**src/rtl/approx_pkg.sv**
```systemverilog
// Shared types and elaboration-time helpers for the pipelined LOA adder.
// Stage and mask helpers take the adder geometry as arguments so any instance can reuse them.
package approx_pkg;

  typedef enum logic {
    MODE_EXACT = 1'b0,
    MODE_LOA   = 1'b1
  } mode_t;

  localparam int MAX_CHUNK       = 32;
  localparam int DEF_WIDTH       = 16;
  localparam int DEF_CHUNK       = 4;
  localparam int DEF_APPROX_BITS = 4;
  localparam int STAGES          = DEF_WIDTH / DEF_CHUNK;

  function automatic int num_stages(input int width, input int chunk);
    return width / chunk;
  endfunction

  // Stage that receives the LOA carry (the one holding bit approx_bits);
  // equals the stage count when the carry lands in cout.
  function automatic int loa_carry_stage(input int approx_bits, input int chunk);
    return approx_bits / chunk;
  endfunction

  localparam int LOA_CARRY_STAGE = DEF_APPROX_BITS / DEF_CHUNK;

  // Bits of chunk 'stage' that fall below approx_bits are OR-approximated.
  function automatic logic [MAX_CHUNK-1:0] chunk_approx_mask(input int stage, input int chunk,
                                                             input int approx_bits);
    logic [MAX_CHUNK-1:0] m;
    m = {MAX_CHUNK{1'b0}};
    for (int i = 0; i < MAX_CHUNK; i++) begin
      if ((i < chunk) && ((stage * chunk + i) < approx_bits)) begin
        m[i] = 1'b1;
      end else begin
        m[i] = 1'b0;
      end
    end
    return m;
  endfunction

  // The stage holding bit approx_bits-1 generates the LOA carry, which its
  // registered carry-out then delivers to loa_carry_stage().
  function automatic logic is_inject_stage(input int stage, input int chunk, input int approx_bits);
    if (approx_bits > 0) begin
      return logic'(((approx_bits - 1) / chunk) == stage);
    end else begin
      return 1'b0;
    end
  endfunction

endpackage

```
**src/rtl/loa_chunk_add.sv**
```systemverilog
// Combinational CHUNK-bit adder slice with per-bit OR approximation.
// Masked bits kill the ripple carry except the injecting bit, which emits a&b.
module loa_chunk_add #(
  parameter int CHUNK = 4
) (
  input  logic [CHUNK-1:0] a_i,
  input  logic [CHUNK-1:0] b_i,
  input  logic             cin_i,
  input  logic [CHUNK-1:0] approx_mask_i,
  input  logic             loa_carry_inject_i,
  output logic [CHUNK-1:0] s_o,
  output logic             co_o
);

  logic c_s;

  // Ripple through the chunk, switching each bit between OR and full-add.
  always_comb begin
    c_s = cin_i;
    s_o = {CHUNK{1'b0}};
    for (int i = 0; i < CHUNK; i++) begin
      if (approx_mask_i[i]) begin
        s_o[i] = a_i[i] | b_i[i];
        c_s    = loa_carry_inject_i & a_i[i] & b_i[i];
      end else begin
        s_o[i] = a_i[i] ^ b_i[i] ^ c_s;
        c_s    = (a_i[i] & b_i[i]) | (c_s & (a_i[i] ^ b_i[i]));
      end
    end
    co_o = c_s;
  end

endmodule

```
**src/rtl/loa_pipe_adder.sv**
```systemverilog
// Pipelined WIDTH-bit adder with per-beat selectable Lower-part-OR approximation.
// One CHUNK of the carry chain is resolved per stage; a global stall freezes every stage.
module loa_pipe_adder
  import approx_pkg::*;
#(
  parameter int WIDTH       = 16,
  parameter int CHUNK       = 4,
  parameter int APPROX_BITS = 4,
  parameter int CNT_W       = 16
) (
  input  logic             clk,
  input  logic             rst_n,
  input  logic             in_valid,
  output logic             in_ready,
  input  logic [WIDTH-1:0] a,
  input  logic [WIDTH-1:0] b,
  input  logic             cin,
  input  logic             approx_en,
  output logic             out_valid,
  input  logic             out_ready,
  output logic [WIDTH-1:0] sum,
  output logic             cout,
  output logic [CNT_W-1:0] op_count
);

  localparam int NS = num_stages(WIDTH, CHUNK);

  logic             advance_s;
  logic [NS-1:0]    vld_q;
  mode_t            mode_q  [NS];
  logic [NS-1:0]    c_q;
  logic [WIDTH-1:0] a_q     [NS];
  logic [WIDTH-1:0] b_q     [NS];
  logic [WIDTH-1:0] s_q     [NS];
  logic [WIDTH-1:0] merge_s [NS];
  logic [CHUNK-1:0] slice_s [NS];
  logic [NS-1:0]    slice_co;

  logic             out_valid_q;
  logic [WIDTH-1:0] sum_q;
  logic             cout_q;
  logic [CNT_W-1:0] op_count_q;
  logic [CNT_W-1:0] op_count_d;

  assign advance_s = !out_valid_q || out_ready;
  assign in_ready  = advance_s;

  for (genvar k = 0; k < NS; k++) begin : g_stage
    localparam logic [MAX_CHUNK-1:0] MASK_FULL = chunk_approx_mask(k, CHUNK, APPROX_BITS);
    localparam logic                 INJECT    = is_inject_stage(k, CHUNK, APPROX_BITS);
    logic             loa_s;
    logic [CHUNK-1:0] mask_s;

    assign loa_s  = (mode_q[k] == MODE_LOA);
    assign mask_s = loa_s ? MASK_FULL[CHUNK-1:0] : {CHUNK{1'b0}};

    loa_chunk_add #(.CHUNK(CHUNK)) u_add (
      .a_i               (a_q[k][k*CHUNK +: CHUNK]),
      .b_i               (b_q[k][k*CHUNK +: CHUNK]),
      .cin_i             (c_q[k]),
      .approx_mask_i     (mask_s),
      .loa_carry_inject_i(loa_s & INJECT),
      .s_o               (slice_s[k]),
      .co_o              (slice_co[k])
    );
  end

  // Splice each stage's freshly resolved chunk into its running partial sum.
  always_comb begin
    for (int k = 0; k < NS; k++) begin
      merge_s[k]                   = s_q[k];
      merge_s[k][k*CHUNK +: CHUNK] = slice_s[k];
    end
  end

  // Stage valid/mode/carry, operand skew and partial-sum registers plus the output register.
  always_ff @(posedge clk or negedge rst_n) begin
    if (!rst_n) begin
      vld_q       <= {NS{1'b0}};
      c_q         <= {NS{1'b0}};
      for (int k = 0; k < NS; k++) begin
        mode_q[k] <= MODE_EXACT;
        a_q[k]    <= {WIDTH{1'b0}};
        b_q[k]    <= {WIDTH{1'b0}};
        s_q[k]    <= {WIDTH{1'b0}};
      end
      out_valid_q <= 1'b0;
      sum_q       <= {WIDTH{1'b0}};
      cout_q      <= 1'b0;
    end else if (advance_s) begin
      vld_q[0]  <= in_valid;
      mode_q[0] <= approx_en ? MODE_LOA : MODE_EXACT;
      c_q[0]    <= cin;
      a_q[0]    <= a;
      b_q[0]    <= b;
      s_q[0]    <= {WIDTH{1'b0}};
      for (int k = 1; k < NS; k++) begin
        vld_q[k]  <= vld_q[k-1];
        mode_q[k] <= mode_q[k-1];
        c_q[k]    <= slice_co[k-1];
        a_q[k]    <= a_q[k-1];
        b_q[k]    <= b_q[k-1];
        s_q[k]    <= merge_s[k-1];
      end
      out_valid_q <= vld_q[NS-1];
      if (vld_q[NS-1]) begin
        sum_q  <= merge_s[NS-1];
        cout_q <= slice_co[NS-1];
      end else begin
        sum_q  <= sum_q;
        cout_q <= cout_q;
      end
    end else begin
      out_valid_q <= out_valid_q;
    end
  end

  // Saturating count of completed output handshakes.
  always_comb begin
    op_count_d = op_count_q;
    if (out_valid_q && out_ready && (op_count_q != {CNT_W{1'b1}})) begin
      op_count_d = op_count_q + {{(CNT_W-1){1'b0}}, 1'b1};
    end else begin
      op_count_d = op_count_q;
    end
  end

  // Operation counter register.
  always_ff @(posedge clk or negedge rst_n) begin
    if (!rst_n) begin
      op_count_q <= {CNT_W{1'b0}};
    end else begin
      op_count_q <= op_count_d;
    end
  end

  assign out_valid = out_valid_q;
  assign sum       = sum_q;
  assign cout      = cout_q;
  assign op_count  = op_count_q;

endmodule

```
**config.mk**
```make
export PLATFORM = sky130hd
export DESIGN_NAME = loa_pipe_adder
export DESIGN_NICKNAME = d
export VERILOG_FILES = /design/src/rtl/approx_pkg.sv /design/src/rtl/loa_chunk_add.sv /design/src/rtl/loa_pipe_adder.sv
export SDC_FILE = /design/constraint.sdc
export NUM_CORES = 1
export LEC_CHECK = 0
export BUFFER_PORTS_ARGS = -buffer_cell sky130_fd_sc_hd__buf_4
export CORE_MARGIN = 2
export CORE_UTILIZATION = 58
export DETAILED_ROUTE_END_ITERATION = 16
export GPL_ROUTABILITY_DRIVEN = 0
export PLACE_DENSITY = 0.87
export SKIP_CTS_REPAIR_TIMING = 1
export SYNTH_ARGS = -nofsm -noshare
export SYNTH_HDL_FRONTEND = slang
export SYNTH_SLANG_ARGS = --single-unit
```
**constraint.sdc**
```tcl
create_clock -name clk -period 3.8 [get_ports clk]
set_input_delay 0.76 -clock clk [delete_from_list [all_inputs] [get_ports clk]]
set_output_delay 0.76 -clock clk [all_outputs]
set_load 0.02 [all_outputs]
```
# After elaboration in Yosys (flattened, before gate mapping)
# Cells that the tools add are included.
[word_totals] reg_bits=195 in_bits=38 word_cells=127 out_inout_bits=35
[classes] n_eq_ne=1 muxes=10 n_bitwise=92 n_reduce_logical=5 addsub=1
[ops] op="$and 1x1->1" n=40
[ops] op="$xor 1x1->1" n=32
[ops] op="$or 1x1->1" n=20
[ops] op="$add 16x1->16 const B" n=1
[ops] op="$ne 16x16->1 const B" n=1
[ops] op="$mux 1" n=9
[ops] op="$mux 4" n=1
[ops] op="$logic_and 1x1->1" n=2
[ops] op="$reduce_and 2->1" n=1
[ops] op="$logic_not 1->1" n=1
[ops] op="$logic_or 1x1->1" n=1

# Logic depth before layout (Yosys ltp)
[depth] depth_word=13 ltp_mapped=12 mapped_depth_nobuf=12

# Hierarchy
# From an unflattened synthesis, not the netlist that was laid out.
[unflattened] cells_unflattened=475 area_unflattened_um2=6681.4
[modules_own_cells] module="loa_pipe_adder" seq_area_each_um2=3678.5 area_each_um2=5640.4 cells_each=355 instances=1
[modules_own_cells] module="loa_chunk_add" seq_area_each_um2=0.0 area_each_um2=260.2 cells_each=30 instances=4

# Worst setup path after synthesis
# No wires, ideal clock.
[synth_path] kind="register -> register" startpoint="reg a_q[48] (netlist name)" endpoint="reg s_q (netlist bit merge_s[35])" setup_time_ps=77 stages_incl_launch_ff=12 n_path_buf=0 setup_slack_ps=939 arrival_ps=2784 required_time_ps=3723 period_less_slack_ps=2861 path_cell_list="dfrtp_1 fa_1 nor2b_1 a31oi_1 fa_1 o21ai_0 fa_1 nor2b_1 a31oi_1 fa_1 mux2_2 a21oi_1"
[synth_via] elab_chain_cells=12 word_cells_on_any_way=15 cone_classes="mux: 4; bitwise: 11"
[synth_lines] element="start, declared" line_no="loa_pipe_adder.sv:32" rtl="logic [WIDTH-1:0] a_q [NS];"
[synth_lines] element="start signal, assigned by index" line_no="loa_pipe_adder.sv:83" rtl="a_q[k] <= {WIDTH{1'b0}};"
[synth_lines] element="start signal, assigned by index" line_no="loa_pipe_adder.sv:101" rtl="a_q[k] <= a_q[k-1];"
[synth_lines] element="$xor 1x1->1" line_no="loa_chunk_add.sv:27" rtl="c_s = (a_i[i] & b_i[i]) | (c_s & (a_i[i] ^ b_i[i]));"
[synth_lines] element="$and 1x1->1" line_no="loa_chunk_add.sv:27"
[synth_lines] element="$or 1x1->1" line_no="loa_chunk_add.sv:27"
[synth_lines] element="$mux 1 *" line_no="loa_chunk_add.sv:22" rtl="if (approx_mask_i[i]) begin"
[synth_lines] element="$and 1x1->1 *" line_no="loa_chunk_add.sv:27"
[synth_lines] element="$or 1x1->1 *" line_no="loa_chunk_add.sv:27"
[synth_lines] element="$mux 1 *" line_no="loa_chunk_add.sv:22"
[synth_lines] element="$and 1x1->1 *" line_no="loa_chunk_add.sv:27"
[synth_lines] element="$or 1x1->1 *" line_no="loa_chunk_add.sv:27"
[synth_lines] element="$mux 1 *" line_no="loa_chunk_add.sv:22"
[synth_lines] element="$xor 1x1->1 *" line_no="loa_chunk_add.sv:26" rtl="s_o[i] = a_i[i] ^ b_i[i] ^ c_s;"
[synth_lines] element="$mux 1 *" line_no="loa_chunk_add.sv:22"
[synth_lines] element="end signal, assigned by index" line_no="loa_pipe_adder.sv:85" rtl="s_q[k] <= {WIDTH{1'b0}};"
[synth_lines] element="end signal, assigned by index" line_no="loa_pipe_adder.sv:103" rtl="s_q[k] <= merge_s[k-1];"
[synth_lines] element="end, declared" line_no="loa_pipe_adder.sv:34" rtl="logic [WIDTH-1:0] s_q [NS];"
# Mark *: on every way between the ends. The rest lies on a longest branch, timed or not.
# A chain may end at the register's enable or synchronous reset.

# Final worst setup path
[layout_path] startpoint="reg b_q[48] (netlist name)" endpoint="reg s_q (netlist bit merge_s[35])"
[layout_via] elab_chain_cells=12 word_cells_on_any_way=14 cone_classes="mux: 4; bitwise: 10"
[layout_lines] element="start, declared" line_no="loa_pipe_adder.sv:33" rtl="logic [WIDTH-1:0] b_q [NS];"
[layout_lines] element="start signal, assigned by index" line_no="loa_pipe_adder.sv:84" rtl="b_q[k] <= {WIDTH{1'b0}};"
[layout_lines] element="start signal, assigned by index" line_no="loa_pipe_adder.sv:102" rtl="b_q[k] <= b_q[k-1];"
[layout_lines] element="$xor 1x1->1" line_no="loa_chunk_add.sv:27"
[layout_lines] element="$and 1x1->1" line_no="loa_chunk_add.sv:27"
[layout_lines] element="$or 1x1->1" line_no="loa_chunk_add.sv:27"
[layout_lines] element="$mux 1 *" line_no="loa_chunk_add.sv:22"
[layout_lines] element="$and 1x1->1 *" line_no="loa_chunk_add.sv:27"
[layout_lines] element="$or 1x1->1 *" line_no="loa_chunk_add.sv:27"
[layout_lines] element="$mux 1 *" line_no="loa_chunk_add.sv:22"
[layout_lines] element="$and 1x1->1 *" line_no="loa_chunk_add.sv:27"
[layout_lines] element="$or 1x1->1 *" line_no="loa_chunk_add.sv:27"
[layout_lines] element="$mux 1 *" line_no="loa_chunk_add.sv:22"
[layout_lines] element="$xor 1x1->1 *" line_no="loa_chunk_add.sv:26"
[layout_lines] element="$mux 1 *" line_no="loa_chunk_add.sv:22"
# Marks and branches as above.

==> flow_summary_export.csv <==
group,metric,value,unit
status,run_status,"finished, final reports clean",
clock_tree,number_of_buffers_inserted_during_clock_tree_synthesis,17,
power_and_ir_drop,power_report.internal_total,4.24,mW
critical_path,regToRegStartpoint,"b_q[48]$_DFFE_PN0N_",
routing,drt-vias-per-instance,5.24,
routing,route.final.wire_length,12.3,mm
floorplanning,die_height,107,um
hold_path,worst_hold_path_type,"primary input to async pin",
critical_path,worst_r2r_endpoint,"merge_s[35]$_DFFE_PN0N_",
critical_path,rr_worst_depth,11,
timing,setup_violations,0,
routing,antenna_violating_nets_post_route,0,
global_routing,first_pass_grt_wire_length,20.8,mm
power_and_ir_drop,share_of_power_burned_in_the_clock_network,29.0,%
timing,final_critical_path_setup_slack,0.567,ns
global_routing,grt_max_degree,121,
yosys,post_synth_instance_area,6180,um^2
timing,setup_total_negative_slack,0,ns
timing,layout_worst_path_cycle_share,85.1,%
timing,final_hold_viol_count,0,
power_and_ir_drop,p_switching,2.23,mW
global_routing,grt_pass1_vias,4331,
global_routing,gr-total-overflow,0,
layout,most-common-layout-cells,"nand2_1 (276), dfrtp_1 (147), buf_4 (73)",
clock_tree,tritoncts,"done",
critical_path,setup.worst_path.end,"merge_s[35]$_DFFE_PN0N_",
yosys,synth_cell_types,34,
layout,area_growth,21.2,%
global_routing,globalRouteTotalUtil,23.5,%
routing,route.detailed.wl_per_inst,14.7,um
routing,routed_via_count,4395,
layout,most_frequent_standard_cell_in_the_layout_excluding_fill_and_tap_cells,"nand2_1",
floorplanning,fp.coreArea,10300,um^2
power_and_ir_drop,cellPowerDensity,864,nW/um^2
timing,relative_slew_slack,28.3,%
layout,antennaDiodeCount,0,
critical_path,startpoint_class_of_the_critical_path,"register",
power_and_ir_drop,power.leakage,3.91,nW
place,preCtsSetupSlack,0.618,ns
routing,drc,0,
critical_path,timing.critical_path.arrival,3.69,ns
yosys,syn_inst,624,
power_and_ir_drop,power.share.combinational,30.4,%
floorplanning,dieWidth,107,um
layout,final_layout_size_suffix_gt1_share,18.5,%
power_and_ir_drop,power.sequential.fraction,40.6,%
critical_path,setup.worst_path.class,"register to register",
clock_tree,clk_latency,0.53,ns
timing,timing.fmax,0.309,GHz
timing,timing_max_transition_violations_final,0,
timing,layout_skew,0.00716,ns
clock_tree,clock_tree.htree_level_count,4,
global_routing,grt_antenna_before_repair,0,
place,post_dp_cell_area,6820,um^2
clock_tree,bufs_on_longest_clock_path,2,
timing,rsz0062_at_grt,"no",
timing,min_period,3.23,ns
critical_path,reg2reg_setup_slack,0.57,ns
yosys,ys.warnings.count,0,
critical_path,setup.worst_path.end_class,"register",
layout,finish.instance_area,7490,um^2
yosys,syn_area_per_cell,9.91,um^2
place,place.port_buffers,72,
yosys,yosys_register_bits,147,
layout,post-route-util,72.6,%
critical_path,cp-startpoint,"b_q[48]$_DFFE_PN0N_",
place,dp_hpwl,7.02,mm
clock_tree,cts_root_cell,"clkbuf_8",
timing,tightest_slew,1.08,ns
clock_tree,cts.reportedPaths.clkPinSlew,0.06,ns
critical_path,data_required_time_of_the_worst_path,4.26,ns
yosys,synth_fp_nets,683,
floorplanning,dieArea,11500,um^2
floorplanning,num_rows,37,
clock_tree,sink_count,147,
run,cap_violations,0,
routing,detail_route.first_pass.iterations,5,
floorplanning,initial_core_util,59.9,%
power_and_ir_drop,ir_drop,0.387,mV
power_and_ir_drop,power.share.switching,34.5,%
routing,drt_first_iter_violations,388,
floorplanning,num_io_pins,73,
layout,num-nets-final,749,
critical_path,critical_path_peak_fanout,3,
yosys,synth.yosys.seq_area_share,59.5,%
==> flip-flops by register name, indices dropped and copies added, names as in the netlist <==
name / flops
sum: 16
b_q: 40
out_valid: 1
vld_q: 4
c_q: 4
a_q: 40
g_stage.loa_s: 1
merge_s: 24
cout: 1
op_count: 16
==> per-layer routing <==
layer  global-route usage, %  routed length, um  vias up
met2                    38.2               6270      117
met1                    30.6               5260     2167
met3                    5.84                594       21
li1                        -                  -     2090
met4                    9.18                225        0
met5                       0                  0        -
==> final cells by class <==
class / instances / area (um^2)
repair buffers: 75 / 579
well taps: 136 / 170
flip-flops and latches: 147 / 3680
clock inverters: 12 / 225
clock buffers: 20 / 445
multi-input cells: 417 / 2270
fillers: 645 / 2830
inverters: 32 / 123
==> logic make-up after synthesis <==
group           share of synthesized area (%)
simple gates                             21.6
flops                                    59.5
buf+inv                                  3.89
compound gates                           3.46
fa+ha+maj                                6.19
mux                                      3.48
xor+xnor                                 1.84
==> worst max-delay path, cell delays in order, from the launching register on <==
cell and delay, ns:
dfrtp_1 0.42, fa_1 0.42, nor2b_1 0.16, a31oi_1 0.20, fa_1 0.20, o21ai_0 0.10
fa_1 0.40, nor2b_1 0.14, a31oi_1 0.24, fa_1 0.47, mux2_2 0.27, a21oi_1 0.13
==> worst min path at each step <==
stage | end | slack, ns | start | cells past startpoint
2_1_floorplan | merge_s[0]$_DFFE_PN0N_ | 0.43 | merge_s[0]$_DFFE_PN0N_ | 2
3_3_place_gp | a_q[45]$_DFFE_PN0N_ | 0.45 | a_q[45]$_DFFE_PN0N_ | 2
3_5_place_dp | merge_s[10]$_DFFE_PN0N_ | 0.45 | merge_s[10]$_DFFE_PN0N_ | 2
4_1_cts | op_count[6]$_DFFE_PN0P_ | 0.39 | rst_n | 1
5_1_grt | op_count[6]$_DFFE_PN0P_ | 0.41 | rst_n | 1
6_report | op_count[6]$_DFFE_PN0P_ | 0.29 | rst_n | 1
==> stage by stage <==
step / hold slack [ns] / power, mW / cells
3_5_place_dp: 0.453 / 4.50 / 807
3_3_place_gp: 0.449 / 4.36 / 807
6_report: 0.293 / 6.47 / 839
2_1_floorplan: 0.435 / 3.85 / 624
4_1_cts: 0.386 / 6.51 / 839
5_1_grt: 0.413 / 6.89 / 839
==> cells in the mapped netlist <==
cell      number  area, um^2
xor2_1        11        96.3
nand3_1        6        30.0
nand2_2        1        6.26
and3_1         1        6.26
o21ai_0       26         130
nand4_4        1        21.3
inv_1         32         120
or4_1          2        15.0
mux2_2        16         180
buf_1          2        7.51
nand2b_1       1        6.26
nand4_1        3        18.8
a31oi_1        4        25.0
nand4_2        1        12.5
nor2_1        12        45.0
fa_1          16         320
nand2_1      276        1040
mux2i_1        2        20.0
buf_2         12        60.1
nand4b_1       1        8.76
nor4b_1        2        17.5
nor2_2         1        6.26
nor4_1         3        18.8
xnor2_1        2        17.5
nor4_4         1        21.3
nor2b_1        4        25.0
mux2_4         1        15.0
a21oi_1       10        50.1
a311oi_1       1        8.76
nor3b_1        3        22.5
nor3_1         4        20.0
clkbuf_1      14        52.6
ha_1           5        62.6
dfrtp_1      147        3680
==> power groups by stage <==
stage	Clock, mW	Sequential [mW]	Combinational (mW)
finish	1.87	2.63	1.97
global route	1.96	2.70	2.23
CTS	1.89	2.63	1.99
detailed placement	0	2.62	1.87
global placement	0	2.59	1.77
floorplan	0	2.67	1.19
No activity file was read; power rests on OpenSTA's default activity.
